--- src/rtl/hc21_ste_pkg.sv ---
// Shared types and default memory-map constants for the HC21-STE bus controller.
//   region_e : address region classes produced by the decoder
//   state_e  : bus-cycle FSM states
package hc21_ste_pkg;

  typedef enum logic [2:0] {
    LOMEM,
    STEBUS,
    IO,
    HIMEM,
    UNMAPPED
  } region_e;

  typedef enum logic [1:0] {
    IDLE,
    WAIT,
    STE,
    HOLD
  } state_e;

  // Default page (A15:A8) boundaries of the memory map
  localparam logic [7:0] DEF_LOMEM_TOP  = 8'h3F;
  localparam logic [7:0] DEF_STEBUS_TOP = 8'hBF;
  localparam logic [7:0] DEF_IO_BASE    = 8'hC0;

endpackage

--- src/rtl/hc21_ste_wait_timer.sv ---
// 8-bit loadable down-counter with a zero flag. Times both the local wait
// states and the STEbus DATACK timeout.
//   clk, rst_n : clock, asynchronous active-low reset
//   load       : load load_val (has priority over dec)
//   load_val   : value to load
//   dec        : decrement by one; holds at zero
//   zero       : count is zero
module hc21_ste_wait_timer (
  input  logic       clk,
  input  logic       rst_n,
  input  logic       load,
  input  logic [7:0] load_val,
  input  logic       dec,
  output logic       zero
);

  logic [7:0] count;

  always_ff @(posedge clk or negedge rst_n) begin
    if (!rst_n) begin
      count <= 8'd0;
    end else if (load) begin
      count <= load_val;
    end else if (dec && (count != 8'd0)) begin
      count <= count - 8'd1;
    end
  end

  assign zero = (count == 8'd0);

endmodule

--- src/rtl/hc21_ste_bus_controller.sv ---
// HC21-STE bus controller: decodes each CPU memory cycle into low memory,
// the STEbus window, NUM_IO 16-byte I/O slots or high memory, drives
// registered active-low selects, inserts CPU wait states and runs the
// STEbus DATACK handshake with timeout / bus-error reporting.
//   sysclk, sys_rst_n : clock, asynchronous active-low reset
//   cpu_addr          : CPU A15:A4
//   cpu_mreq_n        : memory request (synchronous)
//   ste_datack_n      : STEbus data acknowledge (synchronised)
//   sel_lomem_n, sel_stebus_n, sel_io_n, sel_himem_n : region selects
//   cpu_wait_n        : CPU WAIT
//   bus_err           : one-cycle bus-error pulse
//   bus_err_count     : saturating bus-error counter
module hc21_ste_bus_controller
  import hc21_ste_pkg::*;
#(
  parameter logic [7:0] LOMEM_TOP   = DEF_LOMEM_TOP,
  parameter logic [7:0] STEBUS_TOP  = DEF_STEBUS_TOP,
  parameter logic [7:0] IO_BASE     = DEF_IO_BASE,
  parameter int         NUM_IO      = 8,
  parameter int         MEM_WAIT    = 0,
  parameter int         IO_WAIT     = 2,
  parameter int         STE_TIMEOUT = 255
) (
  input  logic              sysclk,
  input  logic              sys_rst_n,
  input  logic [11:0]       cpu_addr,
  input  logic              cpu_mreq_n,
  input  logic              ste_datack_n,
  output logic              sel_lomem_n,
  output logic              sel_stebus_n,
  output logic [NUM_IO-1:0] sel_io_n,
  output logic              sel_himem_n,
  output logic              cpu_wait_n,
  output logic              bus_err,
  output logic [7:0]        bus_err_count
);

  if (!((LOMEM_TOP < STEBUS_TOP) && (STEBUS_TOP < IO_BASE))) begin : g_bad_map
    $error("hc21_ste_bus_controller: need LOMEM_TOP < STEBUS_TOP < IO_BASE");
  end
  if ((NUM_IO < 1) || (NUM_IO > 16)) begin : g_bad_num_io
    $error("hc21_ste_bus_controller: NUM_IO must be 1..16");
  end
  if ((STE_TIMEOUT < 1) || (STE_TIMEOUT > 255)) begin : g_bad_timeout
    $error("hc21_ste_bus_controller: STE_TIMEOUT must be 1..255");
  end

  // The timer runs through zero inclusive, so N wait cycles load N-1.
  localparam logic [7:0] MEM_LOAD = 8'(MEM_WAIT - 1);
  localparam logic [7:0] IO_LOAD  = 8'(IO_WAIT - 1);
  localparam logic [7:0] STE_LOAD = 8'(STE_TIMEOUT - 1);

  function automatic region_e decode(input logic [11:0] addr);
    logic [7:0] page;
    logic [3:0] slot;
    page = addr[11:4];
    slot = addr[3:0];
    if (page <= LOMEM_TOP)       return LOMEM;
    else if (page <= STEBUS_TOP) return STEBUS;
    else if (page < IO_BASE)     return UNMAPPED;
    else if (page == IO_BASE)    return (int'(slot) < NUM_IO) ? IO : UNMAPPED;
    else                         return HIMEM;
  endfunction

  state_e              state, state_nxt;
  region_e             region;
  logic [NUM_IO-1:0]   io_onehot;
  logic                lomem_nxt, ste_nxt, himem_nxt, wait_nxt, err_nxt, err_inc;
  logic [NUM_IO-1:0]   io_nxt;
  logic                tmr_load, tmr_dec, tmr_zero;
  logic [7:0]          tmr_val;

  assign region = decode(cpu_addr);

  always_comb begin
    io_onehot = '0;
    for (int k = 0; k < NUM_IO; k++) begin
      io_onehot[k] = (int'(cpu_addr[3:0]) == k);
    end
  end

  hc21_ste_wait_timer u_timer (
    .clk      (sysclk),
    .rst_n    (sys_rst_n),
    .load     (tmr_load),
    .load_val (tmr_val),
    .dec      (tmr_dec),
    .zero     (tmr_zero)
  );

  always_comb begin
    state_nxt = state;
    lomem_nxt = sel_lomem_n;
    ste_nxt   = sel_stebus_n;
    io_nxt    = sel_io_n;
    himem_nxt = sel_himem_n;
    wait_nxt  = cpu_wait_n;
    err_nxt   = 1'b0;
    err_inc   = 1'b0;
    tmr_load  = 1'b0;
    tmr_val   = 8'd0;
    tmr_dec   = 1'b0;
    case (state)
      IDLE: begin
        if (!cpu_mreq_n) begin
          state_nxt = HOLD;
          case (region)
            LOMEM, HIMEM: begin
              if (region == LOMEM) lomem_nxt = 1'b0;
              else                 himem_nxt = 1'b0;
              if (MEM_WAIT != 0) begin
                tmr_load  = 1'b1;
                tmr_val   = MEM_LOAD;
                wait_nxt  = 1'b0;
                state_nxt = WAIT;
              end
            end
            IO: begin
              io_nxt = ~io_onehot;
              if (IO_WAIT != 0) begin
                tmr_load  = 1'b1;
                tmr_val   = IO_LOAD;
                wait_nxt  = 1'b0;
                state_nxt = WAIT;
              end
            end
            STEBUS: begin
              ste_nxt   = 1'b0;
              tmr_load  = 1'b1;
              tmr_val   = STE_LOAD;
              wait_nxt  = 1'b0;
              state_nxt = STE;
            end
            default: begin
              // Unmapped: no select, no wait, report and hold until MREQ ends
              err_nxt = 1'b1;
              err_inc = 1'b1;
            end
          endcase
        end
      end
      WAIT, STE: begin
        if (cpu_mreq_n) begin
          // CPU abandoned the cycle: drop everything silently
          lomem_nxt = 1'b1;
          ste_nxt   = 1'b1;
          io_nxt    = '1;
          himem_nxt = 1'b1;
          wait_nxt  = 1'b1;
          state_nxt = IDLE;
        end else if ((state == STE) && !ste_datack_n) begin
          // DATACK takes priority over a simultaneous timeout
          wait_nxt  = 1'b1;
          state_nxt = HOLD;
        end else if (tmr_zero) begin
          wait_nxt  = 1'b1;
          state_nxt = HOLD;
          if (state == STE) begin
            err_nxt = 1'b1;
            err_inc = 1'b1;
          end
        end else begin
          tmr_dec = 1'b1;
        end
      end
      HOLD: begin
        if (cpu_mreq_n) begin
          lomem_nxt = 1'b1;
          ste_nxt   = 1'b1;
          io_nxt    = '1;
          himem_nxt = 1'b1;
          state_nxt = IDLE;
        end
      end
      default: state_nxt = IDLE;
    endcase
  end

  always_ff @(posedge sysclk or negedge sys_rst_n) begin
    if (!sys_rst_n) begin
      state         <= IDLE;
      sel_lomem_n   <= 1'b1;
      sel_stebus_n  <= 1'b1;
      sel_io_n      <= '1;
      sel_himem_n   <= 1'b1;
      cpu_wait_n    <= 1'b1;
      bus_err       <= 1'b0;
      bus_err_count <= 8'd0;
    end else begin
      state        <= state_nxt;
      sel_lomem_n  <= lomem_nxt;
      sel_stebus_n <= ste_nxt;
      sel_io_n     <= io_nxt;
      sel_himem_n  <= himem_nxt;
      cpu_wait_n   <= wait_nxt;
      bus_err      <= err_nxt;
      if (err_inc && (bus_err_count != 8'hFF)) begin
        bus_err_count <= bus_err_count + 8'd1;
      end
    end
  end

endmodule

--- config.mk ---
export PLATFORM = sky130hd
export DESIGN_NAME = hc21_ste_bus_controller
export DESIGN_NICKNAME = d
export VERILOG_FILES = /design/src/rtl/hc21_ste_pkg.sv /design/src/rtl/hc21_ste_wait_timer.sv /design/src/rtl/hc21_ste_bus_controller.sv
export SDC_FILE = /design/constraint.sdc
export NUM_CORES = 1
export LEC_CHECK = 0
export ABC_AREA = 1
export BUFFER_PORTS_ARGS = -buffer_cell sky130_fd_sc_hd__buf_2
export CAP_MARGIN = 20
export CORE_UTILIZATION = 34
export DETAILED_ROUTE_END_ITERATION = 10
export PLACE_DENSITY = 0.64
export SLEW_MARGIN = 20
export SYNTH_ARGS = -nofsm -noshare
export SYNTH_HDL_FRONTEND = slang
export SYNTH_SLANG_ARGS = --single-unit
--- constraint.sdc ---
create_clock -name sysclk -period 2 [get_ports sysclk]
set_input_delay 0.4 -clock sysclk [delete_from_list [all_inputs] [get_ports sysclk]]
set_output_delay 0.4 -clock sysclk [all_outputs]
set_load 0.02 [all_outputs]
# Word-level counts from Yosys, hierarchy flattened
# Cells that the tools add are included.
totals:
  elab_cells: 116
  out_inout_bits: 21
  in_bits: 16
  regBits: 31
op_classes:
  order_cmp: 4
  n_mux: 53
  add_sub_neg: 2
  n_reduce_logical: 22
  bitwise_logic: 1
  eq_ne: 25
op_table:
  columns: ["cell", "n"]
  rows:
  - ["2-to-1 mux 8 bit", 7]
  - ["case mux 8 bit (2 select lines)", 2]
  - ["2-to-1 mux 1 bit", 27]
  - ["== test 4 bit (second input constant)", 4]
  - ["2-to-1 mux 3 bit", 5]
  - ["AND reduction 4 bit", 3]
  - ["2-to-1 mux 2 bit", 5]
  - ["!= test 2 bit (second input constant)", 5]
  - ["case mux 1 bit (2 select lines)", 5]
  - ["AND reduction 3 bit", 3]
  - ["adder 8 x 1 -> 8 bit (second input constant)", 1]
  - ["== test 4 x 3 -> 1 bit (second input constant)", 2]
  - ["== test 8 bit (second input constant)", 1]
  - ["<= comparator 8 x 6 -> 1 bit (second input constant)", 1]
  - ["<= comparator 8 bit (second input constant)", 1]
  - ["zero test 8 bit", 1]
  - ["less-than comparator 8 bit (second input constant)", 1]
  - ["!= test 2 x 1 -> 1 bit (second input constant)", 4]
  - ["!= test 8 bit (second input constant)", 1]
  - ["NOT 8 bit", 1]
  - ["nonzero test 8 bit", 1]
  - ["subtractor 8 x 1 -> 8 bit (second input constant)", 1]
  - ["== test 3 x 2 -> 1 bit (second input constant)", 2]
  - ["case mux 2 bit (3 select lines)", 1]
  - ["other kinds (16)", 22]

# Logic depth before layout (Yosys ltp)
depth:
  ltp_word: 12
  mapped_depth: 11
  depth_no_buf: 11

# Hierarchy
# A second synthesis with hierarchy kept.
unflattened:
  hier_cells: 269
  hier_area_um2: 2039.5
modules_own_cells:
  columns: ["module", "instances", "cells_each", "seq_area_each_um2", "area_each_um2"]
  rows:
  - ["hc21_ste_bus_controller", 1, 176, 590.6, 1442.6]
  - ["hc21_ste_wait_timer", 1, 93, 200.2, 596.8]

# Least setup slack after synthesis
# OpenSTA, ideal clock, no wires.
synth_path:
  kind: "flip-flop to flip-flop"
  start: "register state[0]"
  end: "register sel_io_n[1]"
  stages_incl_launch_ff: 11
  setup_time_ns: 0.072
  period_less_slack_ns: 1.792
  setup_slack_ns: 0.208
  arrival_time_ns: 1.720
  required_ns: 1.928
  path_buffers: 2
  cell_sequence: "dfrtp_1 > inv_1 > ha_1 > inv_2 > clkbuf_1 > ha_1 > nor2_1 > nand2_1 > buf_2 > nand2_1 > o21ai_1"
synth_between:
  elab_chain_len: 4
  word_cells_on_any_way: 10
  cone_classes: "eq/ne: 6; mux: 1; reduce/logical: 3"
synth_rtl:
  columns: ["element", "line_no", "text"]
  rows:
  - ["start: declaration", "hc21_ste_bus_controller.sv:65", "state_e state, state_nxt;"]
  - ["start signal: assignment", "hc21_ste_bus_controller.sv:190", "state <= state_nxt;"]
  - ["== test 2 bit or == test 2 x 1 -> 1 bit (tied branches)", "hc21_ste_bus_controller.sv:103", "case (state)"]
  - ["OR reduction 3 bit (no source line)", null, null]
  - ["!= test 2 x 1 -> 1 bit (no source line)", null, null]
  - ["AND reduction 3 bit (no source line)", null, null]
  - ["end signal: assignment", "hc21_ste_bus_controller.sv:193", "sel_io_n <= io_nxt;"]
  - ["end: declaration", "hc21_ste_bus_controller.sv:31", "output logic [NUM_IO-1:0] sel_io_n,"]
# Parallel ways exist; a longest one is shown, timed or not.
# A chain may end at the register's enable or synchronous reset.

# Worst setup path in the final report
layout_path:
  start: "register state[0]"
  end: "register u_timer.count[2]"
layout_between:
  elab_chain_len: 7
  word_cells_on_any_way: 13
  cone_classes: "eq/ne: 2; mux: 6; reduce/logical: 5"
layout_rtl:
  columns: ["element", "line_no", "text"]
  rows:
  - ["== test 2 bit", "hc21_ste_bus_controller.sv:103, hc21_ste_bus_controller.sv:151", null]
  - ["logical AND 1 bit", "hc21_ste_bus_controller.sv:151", "end else if ((state == STE) && !ste_datack_n) begin"]
  - ["2-to-1 mux 1 bit", "hc21_ste_bus_controller.sv:151", null]
  - ["2-to-1 mux 1 bit", "hc21_ste_bus_controller.sv:143", "if (cpu_mreq_n) begin"]
  - ["2-to-1 mux 1 bit", "hc21_ste_bus_controller.sv:103", null]
  - ["logical AND 1 bit", "hc21_ste_wait_timer.sv:24", "end else if (dec && (count != 8'd0)) begin"]
  - ["nonzero test 2 bit (no source line)", null, null]
  - ["end signal: assignment", "hc21_ste_wait_timer.sv:23", "count <= load_val;"]
  - ["end signal: assignment", "hc21_ste_wait_timer.sv:25", "count <= count - 8'd1;"]
  - ["end: declaration", "hc21_ste_wait_timer.sv:17", "logic [7:0] count;"]
# Parallel ways exist; a longest one is shown, timed or not.

==> impl_metrics.py <==
metrics = {
    "synthesis": {
        "ys_seq_area_frac": 0.4259,
        "synth_edf_count": 0,
        "async_flop_share": 1.000,
        "synth-main-ff-cell": "dfrtp_1",
        "ys_types": 31,
        "synthCells": 237,
        "ys_ff_latch": 31,
        "yosysWarnings": 0,
        "syn_avg_cell_area_um2": 7.835,
        "syn-num-nets": 261,
        "syn_area_mm2": 0.001857,
    },
    "cts": {
        "path_clk_slew_ns": 0.07,
        "htree_levels": 2,
        "cts_max_path_buffers": 2,
        "cts_buffers": 5,
        "cts_setup_buffers": 0,
        "clk_root_buffer_cell": "clkbuf_8",
        "worstSkewPairLatency_ns": 0.28,
        "hold_buffers": 0,
        "cts_tree": "yes",
        "clock_sinks": 31,
    },
    "routing": {
        "drtIter0Drc": 121,
        "drc": 0,
        "avgViaCountPerCell": 4.683,
        "dr.pass1.iters": 4,
        "wl_per_cell_um": 11.00,
        "antenna_left": 0,
        "wl_mm": 3.884,
        "route.vias.total": 1653,
    },
    "power_and_ir_drop": {
        "p_sw_mw": 1.335,
        "power.internal_mw": 1.818,
        "swShare": 0.4235,
        "seqPwrFrac": 0.356,
        "clockPowerShare": 0.173,
        "power_density_mw_per_mm2": 1400,
        "leakage_nw": 1.132,
        "p_comb_frac": 0.471,
        "vdd_drop_max_v": 0.0008664,
    },
    "global_route": {
        "overflow": 0,
        "antenna_found_initial": 0,
        "grt_pass1_vias": 1544,
        "grt_max_degree": 32,
        "grt_pass1_wl_mm": 7.038,
        "grt_usage": 0.1519,
    },
    "sta": {
        "setup_viol": 0,
        "fin_crit_sh": 0.8999,
        "period_minus_slack_ns": 1.800,
        "drv_slew": 0,
        "max_freq_mhz": 555.6,
        "tightest_slew_ns": 0.6983,
        "fin_skew_ns": 0.003606,
        "setup_ws_ns": 0.2002,
        "whs_ns": 0.1616,
        "slew_headroom": 0.5344,
        "hold_viol": 0,
        "rsz0062_at_grt": "false",
        "fin_tns_setup_ns": 0,
    },
    "setup_path": {
        "critical_path_arrival_ns": 1.96,
        "cp-end-kind": "register",
        "critPathLaunchType": "register",
        "worstSetupPathType": "register to register",
        "worst-path-max-fanout": 9,
        "r2r_slack_ns": 0.20,
        "crit_required_ns": 2.16,
    },
    "floorplan": {
        "die_area_mm2": 0.005761,
        "rows": 26,
        "start_util": 0.3590,
        "num_io_pins": 37,
        "coreArea_mm2": 0.005172,
        "die_w_um": 75.90,
        "die_h_um": 75.90,
    },
    "place": {
        "dpl.hpwl_mm": 2.846,
        "io_buffers": 36,
        "place_ws_ns": 0.1641,
        "place.gp.congestion": 0.7861,
    },
    "finish": {
        "nNetsFinal": 306,
        "layout_common_cells": "67 x nand2_1, 36 x buf_2, 35 x nor2_1, 19 x dfrtp_1, 17 x inv_1",
        "nFillCells": 520,
        "post-route-util": 0.4354,
        "drive_gt1_frac": 0.2686,
        "syn_to_final_growth_pct": 21.29,
        "antenna-diode-count": 0,
        "final_common_cell": "nand2_1",
    },
    "hold_path": {
        "holdCritPathClass": "input pin to asynchronous set/reset pin",
    },
    "run": {
        "drv_cap": 0,
    },
    "outcome": {
        "status": "finished clean",
    },
}
[layer usage]
metal / vias to the layer above / GRT usage / part of all wire
met4: 0 / 0.06346 / 0.018
met3: 6 / 0.03735 / 0.035
met1: 745 / 0.2064 / 0.49
met2: 35 / 0.2300 / 0.45
met5: - / 0 / 0
li1: 867 / - / -
[sequential cells by signal (all words and copies together) (netlist names)]
name and cells:
cpu_wait_n 1, sel_himem_n 1, sel_stebus_n 1, u_timer.count 8, bus_err_count 8, sel_lomem_n 1
state 2, bus_err 1, sel_io_n 8
[final timing paths]
kind / start / endpoint / cells after the start
setup / recovery: state[0]$_DFFE_PN0P_ / u_timer.count[2]$_DFFE_PN0P_ / 11
min in group sysclk: cpu_addr[11] / sel_lomem_n$_DFFE_PN1P_ / 5
hold / removal: sys_rst_n / u_timer.count[0]$_DFFE_PN0P_ / 1
max in group asynchronous: sys_rst_n / state[1]$_DFFE_PN0P_ / 1
setup reg to reg: state[0]$_DFFE_PN0P_ / u_timer.count[2]$_DFFE_PN0P_ / 11
hold reg to reg: sel_lomem_n$_DFFE_PN1P_ / sel_lomem_n$_DFFE_PN1P_ / 2
[what timing repair did]
item | in CTS | in global routing
resized for setup | 0 | 1
endpoints found under the setup margin | 0 | 3
endpoints found under the hold margin | 0 | 0
[metrics by stage]
stage | instance area [um2] | cells | power [mW]
6_report | 2252 | 353 | 3.153
5_1_grt | 2252 | 353 | 3.450
4_1_cts | 2250 | 353 | 3.183
3_5_place_dp | 2150 | 345 | 2.613
3_3_place_gp | 2150 | 345 | 2.597
2_1_floorplan | 1857 | 237 | 2.219
[critical path, stage by stage (launching register included)]
cell and delay, ns:
dfrtp_1 0.37, inv_1 0.09, ha_1 0.29, inv_2 0.06, nor2_1 0.12, o21ai_1 0.11
nor2_2 0.22, inv_2 0.06, nand3_2 0.16, inv_2 0.06, nand2_1 0.06, o211ai_1 0.08
[cell families (layout without fill, tap and decap cells)]
group,count (synthesis),after routing,share of synthesized area
simple gates,135,135,0.3248
flops,31,31,0.4259
compound gates,28,28,0.09703
buf+inv,25,71,0.05121
xor+xnor,10,10,0.04717
fa+ha+maj,8,8,0.05391
[layout make-up]
class | count | area [um2] | share of cell area
multi-input combinational | 181 | 973.4 | 0.4322
inverter | 22 | 82.58 | 0.03667
clock buffer | 8 | 100.1 | 0.04444
timing repair buffer | 41 | 217.7 | 0.09667
tap | 70 | 87.58 | 0.03889
sequential | 31 | 790.8 | 0.3511
[synthesized netlist by cell type (4+ instances only)]
cell type	instances	area [um2]
nand2_1	68	255.2
ha_1	8	100.1
nand4_1	10	62.56
inv_2	5	18.77
a31oi_1	4	25.02
xor2_1	4	35.03
inv_1	17	63.81
xnor2_1	6	52.55
o21ai_1	12	60.06
dfstp_2	12	315.3
nor2_1	35	131.4
nand3_1	11	55.05
dfrtp_1	19	475.5
[power groups by stage]
stage | registers [mW] | logic (mW) | clock network [mW]
after floorplan | 1.29 | 0.925 | 0
after global placement | 1.14 | 1.46 | 0
after detailed placement | 1.13 | 1.48 | 0
after CTS | 1.13 | 1.49 | 0.564
after global routing | 1.17 | 1.69 | 0.591
final | 1.12 | 1.48 | 0.546
Note: power is estimated with default switching activity, not from simulation.
